===== config.mk =====
export PLATFORM = sky130hd
export DESIGN_NAME = mkgauss_poly_ctrl
export DESIGN_NICKNAME = d
export VERILOG_FILES = /design/src/rtl/mkgauss_poly_ctrl.sv
export SDC_FILE = /design/constraint.sdc
export NUM_CORES = 1
export LEC_CHECK = 0
export CELL_PAD_IN_SITES_DETAIL_PLACEMENT = 0
export CELL_PAD_IN_SITES_GLOBAL_PLACEMENT = 1
export CORE_MARGIN = 2
export CORE_UTILIZATION = 36
export CTS_BUF_LIST = sky130_fd_sc_hd__clkbuf_4 sky130_fd_sc_hd__clkbuf_8
export CTS_CLUSTER_SIZE = 8
export DETAILED_ROUTE_END_ITERATION = 6
export GPL_TIMING_DRIVEN = 0
export PLACE_DENSITY = 0.86
export SLEW_MARGIN = 5
export SYNTH_ARGS = -nofsm -noshare
export SYNTH_HDL_FRONTEND = slang
export SYNTH_SLANG_ARGS = --single-unit

===== constraint.sdc =====
create_clock -name clk -period 3 [get_ports clk]
set_input_delay 0.45 -clock clk [delete_from_list [all_inputs] [get_ports clk]]
set_output_delay 0.45 -clock clk [all_outputs]
set_load 0.005 [all_outputs]

===== src/rtl/mkgauss_poly_ctrl.sv =====
// Gaussian-sampler sequencer: fills one small keygen polynomial (f or g) with range-checked
// coefficients, forces an odd coefficient sum on the last slot and writes them to coefficient RAM.
module mkgauss_poly_ctrl #(
   parameter int unsigned LOGN      = 9,
   parameter int unsigned COEF_BITS = 8
) (
   input  logic                 clk,
   input  logic                 rst,
   input  logic                 start,
   input  logic                 abort,
   output logic                 busy,
   output logic                 done,
   output logic                 gs_ena,
   input  logic                 gs_val_valid,
   input  logic [31:0]          gs_val,
   output logic                 coef_we,
   output logic [LOGN-1:0]      coef_addr,
   output logic [COEF_BITS-1:0] coef_wdata,
   output logic [15:0]          rej_cnt
);

   localparam int unsigned IW     = LOGN + 1;
   localparam int unsigned N      = 2 ** LOGN;
   localparam int          LIM_M1 = (2 ** (COEF_BITS - 1)) - 1;

   typedef enum logic [1:0] {
      S_IDLE,
      S_RUN,
      S_DONE
   } state_t;

   state_t          state;
   logic [IW-1:0]   index;
   logic            parity;

   logic signed [31:0] val_s;
   logic               range_bad;
   logic               last_idx;
   logic               parity_bad;
   logic               accept;

   // Acceptance decision for the sample currently on gs_val
   always_comb begin
      val_s      = $signed(gs_val);
      range_bad  = (val_s > LIM_M1) || (val_s < -LIM_M1);
      last_idx   = (index == IW'(N - 1));
      parity_bad = last_idx && ((parity ^ gs_val[0]) == 1'b0);
      accept     = !range_bad && !parity_bad;
   end

   always_ff @(posedge clk or posedge rst) begin
      if (rst) begin
         state      <= S_IDLE;
         busy       <= 1'b0;
         done       <= 1'b0;
         gs_ena     <= 1'b0;
         coef_we    <= 1'b0;
         coef_addr  <= '0;
         coef_wdata <= '0;
         rej_cnt    <= '0;
         index      <= '0;
         parity     <= 1'b0;
      end else begin
         coef_we <= 1'b0;
         done    <= 1'b0;
         case (state)
            S_IDLE: begin
               if (start && !abort) begin
                  state   <= S_RUN;
                  busy    <= 1'b1;
                  gs_ena  <= 1'b1;
                  index   <= '0;
                  parity  <= 1'b0;
                  rej_cnt <= '0;
               end
            end
            S_RUN: begin
               if (abort) begin
                  state  <= S_IDLE;
                  busy   <= 1'b0;
                  gs_ena <= 1'b0;
               end else if (gs_val_valid && gs_ena) begin
                  if (!accept) begin
                     if (rej_cnt != 16'hFFFF) rej_cnt <= rej_cnt + 16'd1;
                  end else begin
                     coef_we    <= 1'b1;
                     coef_addr  <= index[LOGN-1:0];
                     coef_wdata <= gs_val[COEF_BITS-1:0];
                     parity     <= parity ^ gs_val[0];
                     index      <= index + IW'(1);
                     // Final write: drop the sampler and raise done alongside it
                     if (last_idx) begin
                        state  <= S_DONE;
                        busy   <= 1'b0;
                        gs_ena <= 1'b0;
                        done   <= 1'b1;
                     end
                  end
               end
            end
            S_DONE: begin
               state <= S_IDLE;
            end
            default: begin
               state <= S_IDLE;
            end
         endcase
      end
   end

endmodule


# ---- Yosys cells after proc, flatten, opt, wreduce, memory -nomap -nowiden
# Cells that the tools add are included.
dict set report op_classes {
  add_sub_neg 2
  n_lt_le_gt_ge 2
  eq_ne 12
  n_mux 37
  n_bitwise 3
  reduce_logical 15
}
# cell count
set ops {}
lappend ops {{16-bit 2-to-1 mux} 5}
lappend ops {{10-bit 2-to-1 mux} 4}
lappend ops {{32-bit by 8-bit > comparator with 1-bit output, second input constant} 1}
lappend ops {{32-bit by 8-bit less-than comparator with 1-bit output, second input constant} 1}
lappend ops {{16-bit case mux with 2 select lines} 1}
lappend ops {{10-bit case mux with 2 select lines} 1}
lappend ops {{1-bit 2-to-1 mux} 18}
lappend ops {{16-bit by 1-bit adder with 16-bit output, second input constant} 1}
lappend ops {{16-bit inequality test, second input constant} 1}
lappend ops {{2-bit inequality test, second input constant} 6}
lappend ops {{10-bit by 1-bit adder with 10-bit output, second input constant} 1}
lappend ops {{10-bit by 9-bit equality test with 1-bit output, second input constant} 1}
lappend ops {{2-bit 2-to-1 mux} 5}
lappend ops {{5-bit AND reduction} 2}
lappend ops {{3-bit inequality test, second input constant} 3}
lappend ops {{4-bit AND reduction} 2}
lappend ops {{6-bit AND reduction} 1}
lappend ops {{1-bit logical AND} 4}
lappend ops {{1-bit case mux with 2 select lines} 2}
lappend ops {{2-bit case mux with 2 select lines} 1}
lappend ops {{1-bit zero test} 3}
lappend ops {{2-bit by 1-bit equality test with 1-bit output, second input constant} 1}
lappend ops {{2-bit zero test} 1}
lappend ops {{1-bit inverter} 2}
lappend ops {{other kinds (3)} 3}
dict set report totals {
  register_bits 49
  in_bits 37
  output_inout_bits 37
  elab_cells 80
}

# ---- Depth between registers and ports, before layout
# Gate-level depths: netlist (run 1).
dict set report logic_depth {
  word_depth 9
  ltp_mapped 9
  depth_no_buf 7
}

# ---- Worst setup path before layout (run 1)
# Ideal clock, no wire load.
dict set report synth_path {
  kind {reg-to-reg}
  from {register index[0]}
  to {register rej_cnt[7]}
  setup_time_ps 78
  t_arrival_ps 2344
  t_required_ps 2922
  slack_ps 578
  path_stages_with_launch 9
  n_path_buf 1
  synth_period_minus_slack_ps 2422
  path_cell_list {dfrtp_1 -> ha_1 -> nand2_1 -> or4_4 -> and4_4 -> or2_4 -> buf_6 -> or4_1 -> a21oi_1}
}
dict set report synth_via {
  elab_chain_cells 6
}
# element line
set synth_lines {}
lappend synth_lines {{from (decl)} 33} ;# logic [IW-1:0] index;
lappend synth_lines {{from (signal assigned)} 90} ;# index <= index + IW'(1);
lappend synth_lines {{10-bit by 9-bit equality test with 1-bit output} 46} ;# last_idx = (index == IW'(N - 1));
lappend synth_lines {{1-bit logical AND} 47} ;# parity_bad = last_idx && ((parity ^ gs_val[0]) == 1'b0);
lappend synth_lines {{1-bit zero test} 48} ;# accept = !range_bad && !parity_bad;
lappend synth_lines {{1-bit logical AND} 48}
lappend synth_lines {{2-bit inequality test (no source line)} n/a}
lappend synth_lines {{6-bit AND reduction (no source line)} n/a}
lappend synth_lines {{to (signal assigned)} 84} ;# if (rej_cnt != 16'hFFFF) rej_cnt <= rej_cnt + 16'd1;
lappend synth_lines {{to (decl)} 19} ;# output logic [15:0] rej_cnt
# No other way between the ends.
# A chain may end at the register's enable or synchronous reset.

# ---- Worst setup path after layout (run 1)
dict set report layout_path {
  from {input gs_val[0]}
  to {register rej_cnt[4]}
}
dict set report layout_via {
  elab_chain_cells 7
  word_cells_on_any_way 11
  cone_classes {order compare: 2; eq/ne: 1; bitwise: 2; reduce/logical: 6}
}
# element line
set layout_lines {}
lappend layout_lines {{from (decl)} 15} ;# input logic [31:0] gs_val,
lappend layout_lines {{parallel branches: the longest is 4 deep, another holds 32-bit by 8-bit > comparator with 1-bit output} n/a}
lappend layout_lines {{1-bit logical AND (*)} 48}
lappend layout_lines {{2-bit inequality test (no source line) (*)} n/a}
lappend layout_lines {{6-bit AND reduction (no source line) (*)} n/a}
# Every way passes the cells marked *.

==> flow_summary.toml, run 1 <==
[critical_path]
start_kind = "input port"
r2r_end = "rej_cnt[4]"
arrival_ns = 2.98
ff2ff_path_depth = 9
r2r-start = "index[0]"
setup.worst_path.class = "input port to register"
crit_buf_inv = 3
r2r_setup_slack_ns = 0.24
timing.critical_path.cells = "clkdlybuf4s50_1 > xor2_1 > or4_4 > and4_4 > or2_4 > clkbuf_1 > clkbuf_2 > o21ai_0 > a21oi_1"
crit_family = "buffers and inverters"
max_stage_delay_ns = 0.56
crit_required_ns = 3.16
cp_slowest_cell = "or4_4"
worstSetupEndpointType = "register"
crit_fanout = 10

[sta]
finalCritPeriodShare_pct = 93.9
fmax_mhz = 355
hold_viol = 0
final.setup_skew_ns = 0.0183
finalSetupViolCount = 0
setup_tns_ns = 0
min_period_ns = 2.82
grt_setup_unrepaired = "no"
drv_slew = 0
worstMarginPinSlew_ns = 0.576
relSlewSlack_pct = 60.6

[detailed_routing]
drt-total-wl_mm = 6.50
drc = 0
viasPerCell = 5.40
drtIter0Drc = 153
drtAntennaViolNets = 0
drtPass1Iterations = 4
routedWlPerCell_um = 14.5
vias = 2420

[place]
placed_cell_area_mm2 = 0.00335
dpl.hpwl_mm = 4.76
place_congestion = 0.808
placement.io_buffers = 73

[cells_and_area]
area_growth_pct = 39.1
diodes = 0
post-route-util_pct = 51.4
final_layout_size_suffix_gt1_share_pct = 5.98
nFillCells = 652
finalNetCount = 406
fin_area_mm2 = 0.00347

[synth]
synth_most_common_cell = "nand2_1"
synth_edf_count = 0
ys_ff_latch = 49
synth-main-ff-cell = "dfrtp_1"
async_reset_ff_share_pct = 100
netlist_area_mm2 = 0.00250
yosysTopAreaCellShare_pct = 49.1
synthCells = 286
yosys.area.top_type = "dfrtp_1"
synth_fp_nets = 325
yosys.cell_types.count = 38
synth_area_leaders = "dfrtp_1 49%, nand2_1 9.8%, a21oi_1 4.2%"
synthTopCellsByCount = "65 x nand2_1, 49 x dfrtp_1, 21 x a21oi_1, 15 x nand3_1, 13 x o21ai_0"
yosys_warnings = 0
yosysSeqAreaShare_pct = 49.1
avgSynthCellArea_um2 = 8.74

[power]
irDropWorstVdd_v = 0.000182
power_density_mw_per_mm2 = 374
p_leak_nw = 1.46
power_mw = 1.30

[clocking]
clk-insertion-delay-late_ns = 0.31
postCtsHoldBufs = 0
clock_path_buffers = 2
cts_max_level = 2
ctsRootBufferMaster = "clkbuf_8"
cts_sinks = 49
clk_pin_slew_ns = 0.10
cts_made_buffers = 5
cts_tree = "yes"

[grt]
antenna_found_initial = 0
grt_max_degree = 41
track_usage_pct = 17.9
grt.overflow.total = 0
grt_pass1_wl_mm = 11.0
first_global_vias = 2280

[job]
maxCapViolCount = 0

[floorplan]
initial_core_util_pct = 37.0
ios = 74
fp.dieW_um = 87.3
core.rowCount = 30
die_area_mm2 = 0.00762
core_mm2 = 0.00676
chipHeight_um = 87.3

[hold_path]
hold_path_class = "input port to asynchronous set/reset pin"

[status]
status = "completed"
## cells by family (layout without fill, tap and decap cells)
group / Yosys count / after routing / share of synthesized area, %
AO/OA/AOI/OAI: 56 / 56 / 13.1
buffers and inverters: 19 / 101 / 3.35
XOR/XNOR: 2 / 2 / 0.701
adder cells (fa/ha/maj): 2 / 2 / 1.00
flip-flops: 49 / 49 / 49.1
AND/OR/NAND/NOR: 158 / 158 / 32.8
## worst max path at each step
stage / from / endpoint / slack [ns] / cells past startpoint
final: gs_val[0] / rej_cnt[4] / 0.18 / 9
after detailed placement: gs_val[0] / rej_cnt[4] / -0.19 / 9
after global placement: gs_val[0] / rej_cnt[4] / -0.15 / 9
after floorplan: index[0] / rej_cnt[7] / 0.58 / 8
after CTS: gs_val[0] / rej_cnt[4] / 0.11 / 9
after global routing: gs_val[0] / rej_cnt[4] / 0.03 / 9
## worst reg2reg max path: stages, from the launching register on
cell and delay [ns]:
dfrtp_1 0.42, ha_1 0.19, nand2_1 0.17, or4_4 0.58
and4_4 0.17, or2_4 0.27, clkbuf_1 0.25, clkbuf_2 0.26
o21ai_0 0.22, a21oi_1 0.09
## cell usage in the layout (no fill, tap or decap), types with 2 or more instances in the layout
master           count
a21oi_1             20
and2_1               3
and3_1              11
clkbuf_1             8
clkbuf_8             6
clkdlybuf4s50_1     73
dfrtp_1             49
ha_1                 2
inv_1                5
nand2_1             65
nand3_1             15
nand4_1             11
nor2_1               8
nor3_1               4
nor3b_1              2
nor4_1               7
o211ai_1             4
o21ai_0             13
o21ai_1              4
o31ai_1             10
or2_2                3
or3_1               10
or4_1               12
## layout make-up
| class | count | area (um^2) | area share [%] |
|---|---|---|---|
| multi-input combinational | 218 | 1190 | 34.3 |
| clock inverter | 2 | 37.5 | 1.08 |
| sequential | 49 | 1230 | 35.3 |
| timing repair buffer | 74 | 751 | 21.6 |
| clock buffer | 6 | 82.6 | 2.38 |
| buffer | 13 | 62.6 | 1.80 |
| inverter | 6 | 22.5 | 0.648 |
| tap | 80 | 100 | 2.88 |
## power breakdown
group	switching (mW)	internal (mW)	total (mW)
registers	0.0101	0.667	0.677
logic	0.0559	0.0745	0.130
clock network	0.221	0.271	0.492
## registers in the layout, indices dropped and copies added, names as in the netlist
name	flops
coef_addr	9
rej_cnt	16
done	1
gs_ena	1
index	10
state	2
coef_we	1
parity	1
coef_wdata	8
## per-layer routing
metal / vias to the layer above / GRT usage, % / routed length, um / part of all wire (%)
met5: - / 0 / 0 / 0
met3: 5 / 3.22 / 389 / 6.0
met2: 70 / 27.5 / 2920 / 45
met4: 0 / 4.90 / 63 / 0.97
li1: 1206 / - / - / -
met1: 1139 / 26.0 / 3120 / 48
## stage by stage
step                hold WS, ns  setup slack (ns)  instances
floorplan                 0.463             0.578        286
global placement          0.453            -0.149        439
detailed placement        0.457            -0.194        440
CTS                       0.381             0.109        448
global route              0.391            0.0252        448
finish                    0.374             0.184        448
## repair_timing
item	CTS	global route
buffers inserted	0	0
resized for setup	0	3
endpoints found under the setup margin	0	11
No activity file was read; power rests on OpenSTA's default activity.
==> run 2: changes to the inputs <==
--- a/config.mk
+++ b/config.mk
@@ -10,10 +10,10 @@
 export CORE_MARGIN = 2
 export CORE_UTILIZATION = 36
 export CTS_BUF_LIST = sky130_fd_sc_hd__clkbuf_4 sky130_fd_sc_hd__clkbuf_8
-export CTS_CLUSTER_SIZE = 8
+export CTS_CLUSTER_SIZE = 30
 export DETAILED_ROUTE_END_ITERATION = 6
 export GPL_TIMING_DRIVEN = 0
-export PLACE_DENSITY = 0.86
+export PLACE_DENSITY_LB_ADDON = 0.2
 export SLEW_MARGIN = 5
 export SYNTH_ARGS = -nofsm -noshare
 export SYNTH_HDL_FRONTEND = slang
==> run 2 against run 1 <==
Against the previous run: final area shrank 0.68%; largest power group unchanged; fmax rose by 2.0%; critical path type unchanged; count of clock-buffer cells in the layout is the same; die area did not move; register-to-register slack improved by 0.07 ns; flip-flop and latch count stayed put.
==> flow_summary.toml, run 2 (synthesized netlist as in run 1, its figures left out) <==
[grt]
track_usage_pct = 18.4
grt_pass1_wl_mm = 10.9
first_global_vias = 2191
grt_max_degree = 33
antenna_found_initial = 0
grt.overflow.total = 0

[cells_and_area]
diodes = 0
largest_register_ffs = 16
layout.area.seq_mm2 = 0.00123
multi_input_area_mm2 = 0.00119
layout_common_cells = "73 x clkdlybuf4s50_1, 65 x nand2_1, 49 x dfrtp_1"
mostFrequentLayoutCell = "clkdlybuf4s50_1"
reg.largest.list = "rej_cnt (16), index (10), coef_addr (9)"
largest-register = "rej_cnt"
final_layout_size_suffix_gt1_share_pct = 5.98
finalNetCount = 406
nFillCells = 634
area_growth_pct = 38.1
post-route-util_pct = 51.1

[status]
status = "completed"

[floorplan]
die_area_mm2 = 0.00762
ios = 74
core_mm2 = 0.00676
initial_core_util_pct = 37.0
chipHeight_um = 87.3
core.rowCount = 30
fp.dieW_um = 87.3

[critical_path]
arrival_ns = 2.94
r2r_end = "rej_cnt[5]"
r2r_setup_slack_ns = 0.31
start_kind = "input port"
worstSetupEndpointType = "register"
crit_required_ns = 3.18
ff2ff_path_depth = 9
r2r-start = "index[0]"
setup.worst_path.class = "input port to register"
crit_fanout = 10

[clocking]
cts_max_level = 2
postCtsHoldBufs = 0
cts_resized = 0
cts_tree = "yes"
postCtsSetupBuffers = 0
clk-insertion-delay-late_ns = 0.31
clock_path_buffers = 2
clk_pin_slew_ns = 0.09
ctsRootBufferMaster = "clkbuf_8"
cts_sinks = 49
cts_made_buffers = 5

[power]
p_leak_nw = 1.45
power_mw = 1.22
irDropWorstVdd_v = 0.000254
p_int_uw = 929
power_frac_comb_pct = 10.7
p_clk_share_pct = 34.0
p_sw_share_pct = 24.2
seqPwrFrac_pct = 55.3
switchingPower_uw = 296
power_density_mw_per_mm2 = 355

[sta]
relSlewSlack_pct = 60.3
final.setup_skew_ns = 0.00693
finalSetupViolCount = 0
hold_viol = 0
grt_setup_unrepaired = "no"
worstMarginPinSlew_ns = 0.580
drv_slew = 0
min_period_ns = 2.76
fmax_mhz = 362
finalCritPeriodShare_pct = 92.0

[detailed_routing]
routedWlPerCell_um = 15.1
drtAntennaViolNets = 0
drtIter0Drc = 133
drtPass1Iterations = 4
drc = 0
viasPerCell = 5.34
vias = 2392
drt-total-wl_mm = 6.76

[job]
maxCapViolCount = 0

[place]
place_congestion = 0.792
placement.io_buffers = 73
dpl.hpwl_mm = 4.92

[hold_path]
hold_path_class = "input port to asynchronous set/reset pin"
-- run 2: changes by cell type in the layout (fill, tap and decap cells not counted), sizes merged --
| cell | previous run | this run |
|---|---|---|
| bufinv | 1 | 0 |
| clkinv | 0 | 2 |
| clkinvlp | 1 | 0 |
-- run 2: metal layers --
layer	GRT usage (%)	part of all wire, %	vias to the layer above
met4	6.15	1.2	0
met2	26.6	44	69
met5	0	0	-
met3	3.79	6.4	6
met1	27.2	49	1111
li1	-	-	1206
-- run 2: power by group through the flow --
stage / sequential, mW / clock, mW / combinational (mW)
global route: 0.679 / 0.462 / 0.145
global placement: 0.690 / 0 / 0.129
floorplan: 0.689 / 0 / 0.0438
CTS: 0.678 / 0.432 / 0.134
detailed placement: 0.691 / 0 / 0.132
finish: 0.677 / 0.417 / 0.131
-- run 2: layout make-up --
class,instances,share of cell area (%)
flip-flops and latches,49,35.5
plain buffers,13,1.81
well taps,80,2.90
inverters,6,0.653
repair buffers,74,21.8
clock inverters,2,0.399
clock buffers,6,2.39
multi-input cells,218,34.6
-- run 2: worst max path at each step --
stage,from,to,cells past startpoint
global placement,abort,coef_addr[2],9
global route,index[0],coef_addr[1],9
floorplan,index[0],rej_cnt[7],8
finish,gs_val[0],rej_cnt[5],9
CTS,abort,coef_addr[2],9
detailed placement,abort,coef_addr[2],9
-- run 2: critical path, stage by stage --
cell	delay [ns]
clkdlybuf4s50_1	0.49
xor2_1	0.21
or4_4	0.55
and4_4	0.17
or2_4	0.27
clkbuf_1	0.24
clkbuf_2	0.26
o21ai_0	0.20
a21oi_1	0.09
-- run 2: per-stage QoR --
stage / area, um^2 / hold WS, ns / worst slack (ns) / setup TNS [ns] / std cells
4_1_cts: 3450 / 0.466 / 0.106 / 0 / 448
3_5_place_dp: 3350 / 0.455 / -0.212 / -3.42 / 440
5_1_grt: 3450 / 0.493 / 0.0244 / 0 / 448
2_1_floorplan: 2500 / 0.463 / 0.578 / 0 / 286
6_report: 3450 / 0.445 / 0.239 / 0 / 448
3_3_place_gp: 3330 / 0.452 / -0.164 / -2.88 / 439
